--- src/rtl/dlx_alu_sequencer.sv ---
// dlx_alu_sequencer: issue controller between decode and the DLX execute-stage ALU.
// Latency: accept -> out_valid in ALU_LATENCY+2 edges (legal), 1 edge (illegal).
// Backpressure: in_ready only in IDLE; out_valid/data held stable until out_ready.
// Ports: clk/reset (sync, active-low); in_* decode side (valid/ready);
//        alu_* ALU issue/result; out_* writeback side (valid/ready); op_count.
module dlx_alu_sequencer #(
  parameter int ALU_LATENCY = 1
) (
  input  logic        clk,
  input  logic        reset,
  input  logic        in_valid,
  output logic        in_ready,
  input  logic [31:0] in_instr,
  input  logic [31:0] in_op_a,
  input  logic [31:0] in_op_b,
  output logic        alu_enable,
  output logic [31:0] alu_in1,
  output logic [31:0] alu_in2,
  output logic [2:0]  alu_operation,
  output logic [2:0]  alu_opselect,
  input  logic [32:0] alu_out,
  output logic        out_valid,
  input  logic        out_ready,
  output logic [31:0] out_result,
  output logic        out_carry,
  output logic [4:0]  out_rd,
  output logic        out_err,
  output logic [15:0] op_count
);

  localparam logic [2:0] SEL_ARITH = 3'b001;
  localparam logic [2:0] SEL_MEMRD = 3'b101;
  localparam logic [2:0] CNT_INIT  = 3'(ALU_LATENCY - 1);

  typedef enum logic [1:0] {IDLE, ISSUE, WAIT, DONE} state_t;

  state_t      state, state_nxt;
  logic [2:0]  cnt;
  logic [31:0] in1_q, in2_q, result_q;
  logic [2:0]  operation_q, opselect_q;
  logic [4:0]  rd_q;
  logic        err_q, carry_q;
  logic [15:0] op_count_q;

  // Instruction field decode
  logic [2:0]  f_opselect, f_operation;
  logic        f_imm_sel, f_legal;
  logic [31:0] f_in2;
  logic        unused_bits;

  assign f_opselect  = in_instr[31:29];
  assign f_operation = in_instr[28:26];
  assign f_imm_sel   = in_instr[25];
  assign unused_bits = ^in_instr[24:21];

  always_comb begin
    f_legal = 1'b0;
    if (f_opselect == SEL_ARITH) begin
      f_legal = 1'b1;
    end else if (f_opselect == SEL_MEMRD) begin
      case (f_operation)
        3'b000, 3'b100, 3'b001, 3'b101, 3'b011: f_legal = 1'b1;
        default:                                f_legal = 1'b0;
      endcase
    end
  end

  // Memory reads always take op_b (read data); only ALU ops may use the immediate.
  assign f_in2 = (f_opselect == SEL_ARITH && f_imm_sel) ?
                 {{16{in_instr[15]}}, in_instr[15:0]} : in_op_b;

  // State register
  always_ff @(posedge clk) begin
    if (!reset) state <= IDLE;
    else        state <= state_nxt;
  end

  // Next-state logic
  always_comb begin
    state_nxt = state;
    case (state)
      IDLE:  if (in_valid) state_nxt = f_legal ? ISSUE : DONE;
      ISSUE: state_nxt = WAIT;
      WAIT:  if (cnt == 3'd0) state_nxt = DONE;
      DONE:  if (out_ready) state_nxt = IDLE;
      default: state_nxt = IDLE;
    endcase
  end

  // Datapath registers
  always_ff @(posedge clk) begin
    if (!reset) begin
      cnt         <= 3'd0;
      in1_q       <= 32'd0;
      in2_q       <= 32'd0;
      operation_q <= 3'd0;
      opselect_q  <= 3'd0;
      rd_q        <= 5'd0;
      err_q       <= 1'b0;
      result_q    <= 32'd0;
      carry_q     <= 1'b0;
      op_count_q  <= 16'd0;
    end else begin
      case (state)
        IDLE: begin
          if (in_valid) begin
            in1_q       <= in_op_a;
            in2_q       <= f_in2;
            operation_q <= f_operation;
            opselect_q  <= f_opselect;
            rd_q        <= in_instr[20:16];
            err_q       <= ~f_legal;
            // Cleared here so an illegal op reports a zero result.
            result_q    <= 32'd0;
            carry_q     <= 1'b0;
          end
        end
        ISSUE: cnt <= CNT_INIT;
        WAIT: begin
          if (cnt == 3'd0) begin
            result_q <= alu_out[31:0];
            carry_q  <= alu_out[32];
          end else begin
            cnt <= cnt - 3'd1;
          end
        end
        DONE: begin
          if (out_ready && !err_q) op_count_q <= op_count_q + 16'd1;
        end
        default: ;
      endcase
    end
  end

  // Outputs
  always_comb begin
    logic hold, done;
    hold          = (state == ISSUE) || (state == WAIT);
    done          = (state == DONE);
    in_ready      = (state == IDLE);
    alu_enable    = (state == ISSUE);
    alu_in1       = hold ? in1_q : 32'd0;
    alu_in2       = hold ? in2_q : 32'd0;
    alu_operation = hold ? operation_q : 3'd0;
    alu_opselect  = hold ? opselect_q : 3'd0;
    out_valid     = done;
    out_result    = done ? result_q : 32'd0;
    out_carry     = done ? carry_q : 1'b0;
    out_rd        = done ? rd_q : 5'd0;
    out_err       = done ? err_q : 1'b0;
    op_count      = op_count_q;
  end

endmodule

--- config.mk ---
export PLATFORM = sky130hd
export DESIGN_NAME = dlx_alu_sequencer
export DESIGN_NICKNAME = d
export VERILOG_FILES = /design/src/rtl/dlx_alu_sequencer.sv
export SDC_FILE = /design/constraint.sdc
export NUM_CORES = 1
export LEC_CHECK = 0
export BUFFER_PORTS_ARGS = -buffer_cell sky130_fd_sc_hd__buf_4
export CAP_MARGIN = 20
export CORE_MARGIN = 2
export CORE_UTILIZATION = 37
export CTS_CLUSTER_DIAMETER = 100
export DETAILED_ROUTE_END_ITERATION = 8
export PLACE_DENSITY = 0.65
export SETUP_SLACK_MARGIN = 0.5
export SYNTH_ARGS = -nofsm -noshare
export SYNTH_HDL_FRONTEND = slang
export SYNTH_SLANG_ARGS = --single-unit
--- constraint.sdc ---
create_clock -name clk -period 2 [get_ports clk]
set_input_delay 0.4 -clock clk [delete_from_list [all_inputs] [get_ports clk]]
set_output_delay 0.4 -clock clk [all_outputs]
set_load 0.005 [all_outputs]
Word-level counts from Yosys, hierarchy flattened
Cells that the tools add are included.

Equality and inequality tests: 13. Multiplexer cells: 25. Bitwise operators: 1. $add $sub $neg: 2. Reductions and logical operators: 15.

Operators with widths (count): 32-bit two-way mux (6); 32-bit case mux with 2 select lines (1); 16-bit by 1-bit adder with 16-bit output (second input constant) (1); 3-bit == test (second input constant) (3); 3-bit two-way mux (3); 2-bit two-way mux (4); 2-bit case mux with 4 select lines (1); 1-bit two-way mux (7); 3-bit by 1-bit == test with 1-bit output (second input constant) (2); 3-bit logical NOT (2); 2-bit inequality test (second input constant) (3); 3-bit case mux with 2 select lines (1); 2-bit AND reduction (3); 3-bit AND reduction (2); 5-bit two-way mux (1); 5-bit OR reduction (1); 2-bit == test (second input constant) (2); 2-bit nonzero test (2); 3-bit by 2-bit == test with 1-bit output (second input constant) (1); 3-bit by 1-bit subtractor with 3-bit output (second input constant) (1); 2-bit by 1-bit == test with 1-bit output (second input constant) (1); 1-bit logical AND (2); 2-bit logical NOT (1); 2-bit by 1-bit inequality test with 1-bit output (second input constant) (1); other kinds (4) (4).

Register bits: 130. Logic and storage cells: 67. Output and inout bits: 128.

Depth between registers and ports, before layout
Depth after elaboration: 8. Mapped depth: 9. Depth with buffers taken out: 7.

Worst setup path before layout
No wires, ideal clock.

Path type: register to register. Start: reg state[0]. End: reg state[0]. Data arrival time: 1804 ps. Period minus slack after synthesis: 1864 ps. Slack: 136 ps. Required time: 1940 ps. Cell stages (with the launch flop): 9. Cell sequence: dfxtp_1 -> inv_1 -> ha_1 -> nor2b_1 -> or3_1 -> clkbuf_1 -> clkbuf_1 -> o22ai_1 -> and2_1.

Cells in the longest elaborated chain, start to end: 3.

RTL lines: start, declared (line 37) `state_t state, state_nxt;`; start signal, assigned (line 75) `else state <= state_nxt;`; 2-bit logical NOT (*); net in_ready (line 12) `output logic in_ready,`; 2-bit inequality test (no line); 3-bit AND reduction (no line).

Mark *: on every way through the listed nets, which the timed path passes. The rest lies on a longest branch. A chain may end at the register's enable or synchronous reset.

Worst setup path in the final report
Start: reg state[0]. End: reg result_q[19].

Cells in the longest elaborated chain, start to end: 3.

RTL lines: 2-bit == test or 2-bit logical NOT (tied branches) (line 104) `case (state)`; 2-bit inequality test (no line) or 2-bit nonzero test (tied branches); 3-bit AND reduction (no line); end signal, assigned (line 121) `result_q <= alu_out[31:0];`; end, declared (line 39) `logic [31:0] in1_q, in2_q, result_q;`.

Parallel ways exist; a longest one is shown, timed or not.

==> impl_results.md <==
- Global route overflow: 0
- Critical Path AT: 2290 ps
- Root buf cell: clkbuf_16
- Max Cap Viol: 0
- Die W: 130.6 µm
- Outcome: finished, final reports clean
- GPL Wtd Cong: 0.7436
- Critical path required time: 2300 ps
- Slowest stage delay, CP: 430 ps
- Post-Synthesis Cells: 711
- Leakage power: 4.429 nW
- Layout net count: 1120
- Compound-Gate Fraction of Synth Area: 18.50%
- Worst hold slack: 243.8 ps
- Unrepaired setup endpoints after global routing: yes
- DRT iter0 DRCs: 248
- CP Launch Type: flip-flop
- Total number of vias: 5754
- Mapped Area: 5926 µm²
- Fmax: 0.5025 GHz
- Part of the power in the clock network: 27.3%
- Crit-path cells: inv_4 > buf_4 > buf_6 > ha_4 > nor2b_4 > or3_4 > buf_6 > buf_16 > a22oi_2 > nor2b_1
- Clk_skew: 7.650 ps
- Register area share after synthesis: 43.92%
- Share of layout cells above drive strength 1: 43.20%
- Placed insts: 1144
- Fin crit share: 99.50%
- Post-Synth XOR/XNOR Area: 1.182%
- Initial Util: 37.58%
- #FFs+latches synth: 130
- CORE AREA: 15770 µm²
- Main combinational cell family by area after synthesis: simple AND/OR/NAND/NOR gates
- Post-synthesis adder-cell area fraction: 1.478%
- Non-Filler Instances: 1209
- Detailed Route WL: 18.16 mm
- Pins Over Slew Limit: 0
- Final Hold Fails: 0
- Sequential share of power: 29.2%
- Crit path max-delay family: simple AND/OR/NAND/NOR gates
- I/O Buffers: 256
- Maximum resistive drop on vdd: 0.6509 mV
- Num CTS Buffers: 17
- Comb power frac: 43.5%
- Worst-Margin Slew: 344.7 ps
- CTS Buffer Depth: 2
- Setup crit end kind: flip-flop
- Clock latency on the worst-skew pair: 410 ps
- Mux share of post-synthesis cell area: 0.6757%
- Die height: 130.6 µm
- Full die area: 17040 µm²
- Slew HR: 77.02%
- Final min period: 1990 ps
- Final setup fails: 0
- Post-route antenna net violation count: 0
- Post-Synth Simple-Gate Area: 30.09%
- CTS tree: done
- Vias per cell: 4.759
- Synth Warn #: 0
- Vias in the first global route: 5214
- DR pass1 iterations: 5
- Int Pwr: 7.627 mW
- Synthesized area per cell: 8.334 µm²
- GRT Total Usage: 20.29%
- Hpwl dp: 11.33 mm
- Std-Cell Rows: 46
- First-pass GRT wire length: 27.10 mm
- Worst Path Max Fanout: 8
- Hold buffer count at CTS: 0
- Largest net degree at the start of global routing: 58
- Critical Path Slowest Stage Cell: or3_4
- ANT cells: 0
- Distinct cells, synth: 36
- Layout area overhead: 64.44%
- Placed inst area: 8302 µm²
- Clock Sinks: 130
- Initial antenna violation count: 0
- Critical path buffer and inverter count: 5
- Wire per inst: 15.02 µm
- Final Cell Area: 9744 µm²
- H-Tree Depth: 4
- Cell area power density: 1162 nW/µm²
- Clock transition at the registers of the reported paths: 60 ps
- Switching share of power: 32.65%
- Ports: 261
- Residual DRC: 0
- Setup_tns: 0 ps
- Most used cell, CP: buf_6
- Sw power: 3.697 mW
- Synth Net Count: 851
- CP Class: flip-flop to flip-flop
- Filler cell count: 1431
- Worst hold path type: primary input to flip-flop
registers in the layout, indices dropped and copies added, names as in the netlist:
register	cells
result_q	32
opselect_q	3
err_q	1
rd_q	5
operation_q	3
in2_q	32
cnt	3
state	2
carry_q	1
op_count	16
in1_q	32
worst reg2reg max path, stage by stage, from the launching register on:
cell and delay (ps):
dfxtp_4 370, inv_4 40, buf_4 120, buf_6 110, ha_4 150, nor2b_4 120
or3_4 430, buf_6 150, buf_16 140, a22oi_2 150, nor2b_1 80
placed cells by master, fill, tap and decap left out, drive strengths merged:
cell type,synthesis,final
nor3b,1,1
o2111ai,1,1
a21boi,47,47
mux2i,4,4
xnor2,5,5
bufinv,0,1
nor3,3,3
buf,5,305
nand3b,1,1
xor2,3,3
nand2,127,127
o21ai,23,23
clkbuf,52,26
inv,8,9
nor2,4,4
nor2b,41,41
o211a,17,17
nand2b,4,4
and3,2,2
o211ai,2,2
or3,5,5
nor4bb,1,1
or4,2,2
a22oi,33,33
nand4,1,1
nand4bb,1,1
a21oi,36,36
clkinv,0,5
nand3,22,22
nor4,1,1
and2,120,121
ha,7,7
and4b,1,1
dfxtp,130,130
o22ai,1,1
layout make-up:
| cell class | count | area (µm²) | area share (%) |
|---|---|---|---|
| clock inverter | 7 | 68.82 | 0.7062 |
| inverter | 8 | 35.03 | 0.3595 |
| timing repair buffer | 306 | 2736 | 28.08 |
| clock buffer | 25 | 526.8 | 5.406 |
| sequential | 130 | 2611 | 26.80 |
| tap | 216 | 270.3 | 2.773 |
| multi-input combinational | 517 | 3496 | 35.88 |
Yosys cell counts:
library cell | number | area, µm²
o2111ai_1 | 1 | 8.760
nand2_1 | 127 | 476.7
and4b_1 | 1 | 10.01
nor2_1 | 4 | 15.01
a21boi_0 | 44 | 330.3
nor3_1 | 3 | 15.01
nor4_1 | 1 | 6.260
nand4_1 | 1 | 6.260
o22ai_1 | 1 | 6.260
clkbuf_1 | 52 | 195.2
o211a_1 | 17 | 170.2
a21boi_1 | 3 | 22.52
mux2i_1 | 4 | 40.04
ha_1 | 7 | 87.58
o211ai_1 | 2 | 15.01
nand3_1 | 22 | 110.1
buf_2 | 2 | 10.01
nor3b_1 | 1 | 7.510
or4_4 | 1 | 11.26
buf_1 | 3 | 11.26
inv_1 | 8 | 30.03
and3_1 | 2 | 12.51
nand4bb_1 | 1 | 11.26
nand3b_4 | 1 | 20.02
xnor2_1 | 5 | 43.79
xor2_1 | 3 | 26.28
nor4bb_1 | 1 | 10.01
o21ai_0 | 23 | 115.1
nand2b_1 | 4 | 25.02
or3_1 | 5 | 31.28
a22oi_1 | 33 | 247.7
a21oi_1 | 36 | 180.2
and2_1 | 120 | 750.7
nor2b_1 | 41 | 256.5
or4_1 | 1 | 7.510
dfxtp_1 | 130 | 2603
cell families after synthesis:
group,Yosys count
flip-flops,130
buffers and inverters,65
adder cells (fa/ha/maj),7
AND/OR/NAND/NOR,337
multiplexers,4
XOR/XNOR,8
AO/OA/AOI/OAI,160
power by group through the flow:
stage          Combinational [mW]  Clock, mW  Sequential, mW
4_1_cts                      4.57       3.15            3.30
5_1_grt                      5.34       3.26            3.37
3_5_place_dp                 3.60          0            3.35
6_report                     4.92       3.09            3.31
3_3_place_gp                 3.60          0            3.33
2_1_floorplan                2.13          0            3.29
worst paths after layout:
kind         cells past startpoint  slack [ps]                    from                        end
max                             10          10   state[0]$_SDFFE_PN0P_  result_q[19]$_SDFFE_PN0P_
min                              3         240            in_instr[17]       rd_q[1]$_SDFFE_PN0P_
max reg2reg                     10          10   state[0]$_SDFFE_PN0P_  result_q[19]$_SDFFE_PN0P_
min reg2reg                      2         460  in1_q[26]$_SDFFE_PN0P_     in1_q[26]$_SDFFE_PN0P_
layer usage:
metal  vias up  part of all wire, %  GRT usage (%)
li1       2914                    -              -
met1      2653                   44          25.90
met2       169                   48          32.26
met3        18                  7.3          7.207
met4         0                  1.2          6.383
met5         -                    0              0
what timing repair did:
action                     in CTS  in global routing
cloned                          6                  2
setup endpoints to repair     196                227
gates resized for setup        71                 48
buffers inserted               15                 10
pin swaps                      19                 12
through the flow:
step	util, %	setup WS, ps	power, mW
2_1_floorplan	-	370.4	5.425
3_3_place_gp	52.64	285.4	6.932
3_5_place_dp	52.64	269.1	6.951
4_1_cts	59.93	4.338	11.02
5_1_grt	61.79	-54.26	11.97
6_report	61.79	10.04	11.32
No activity file was read; power rests on OpenSTA's default activity.
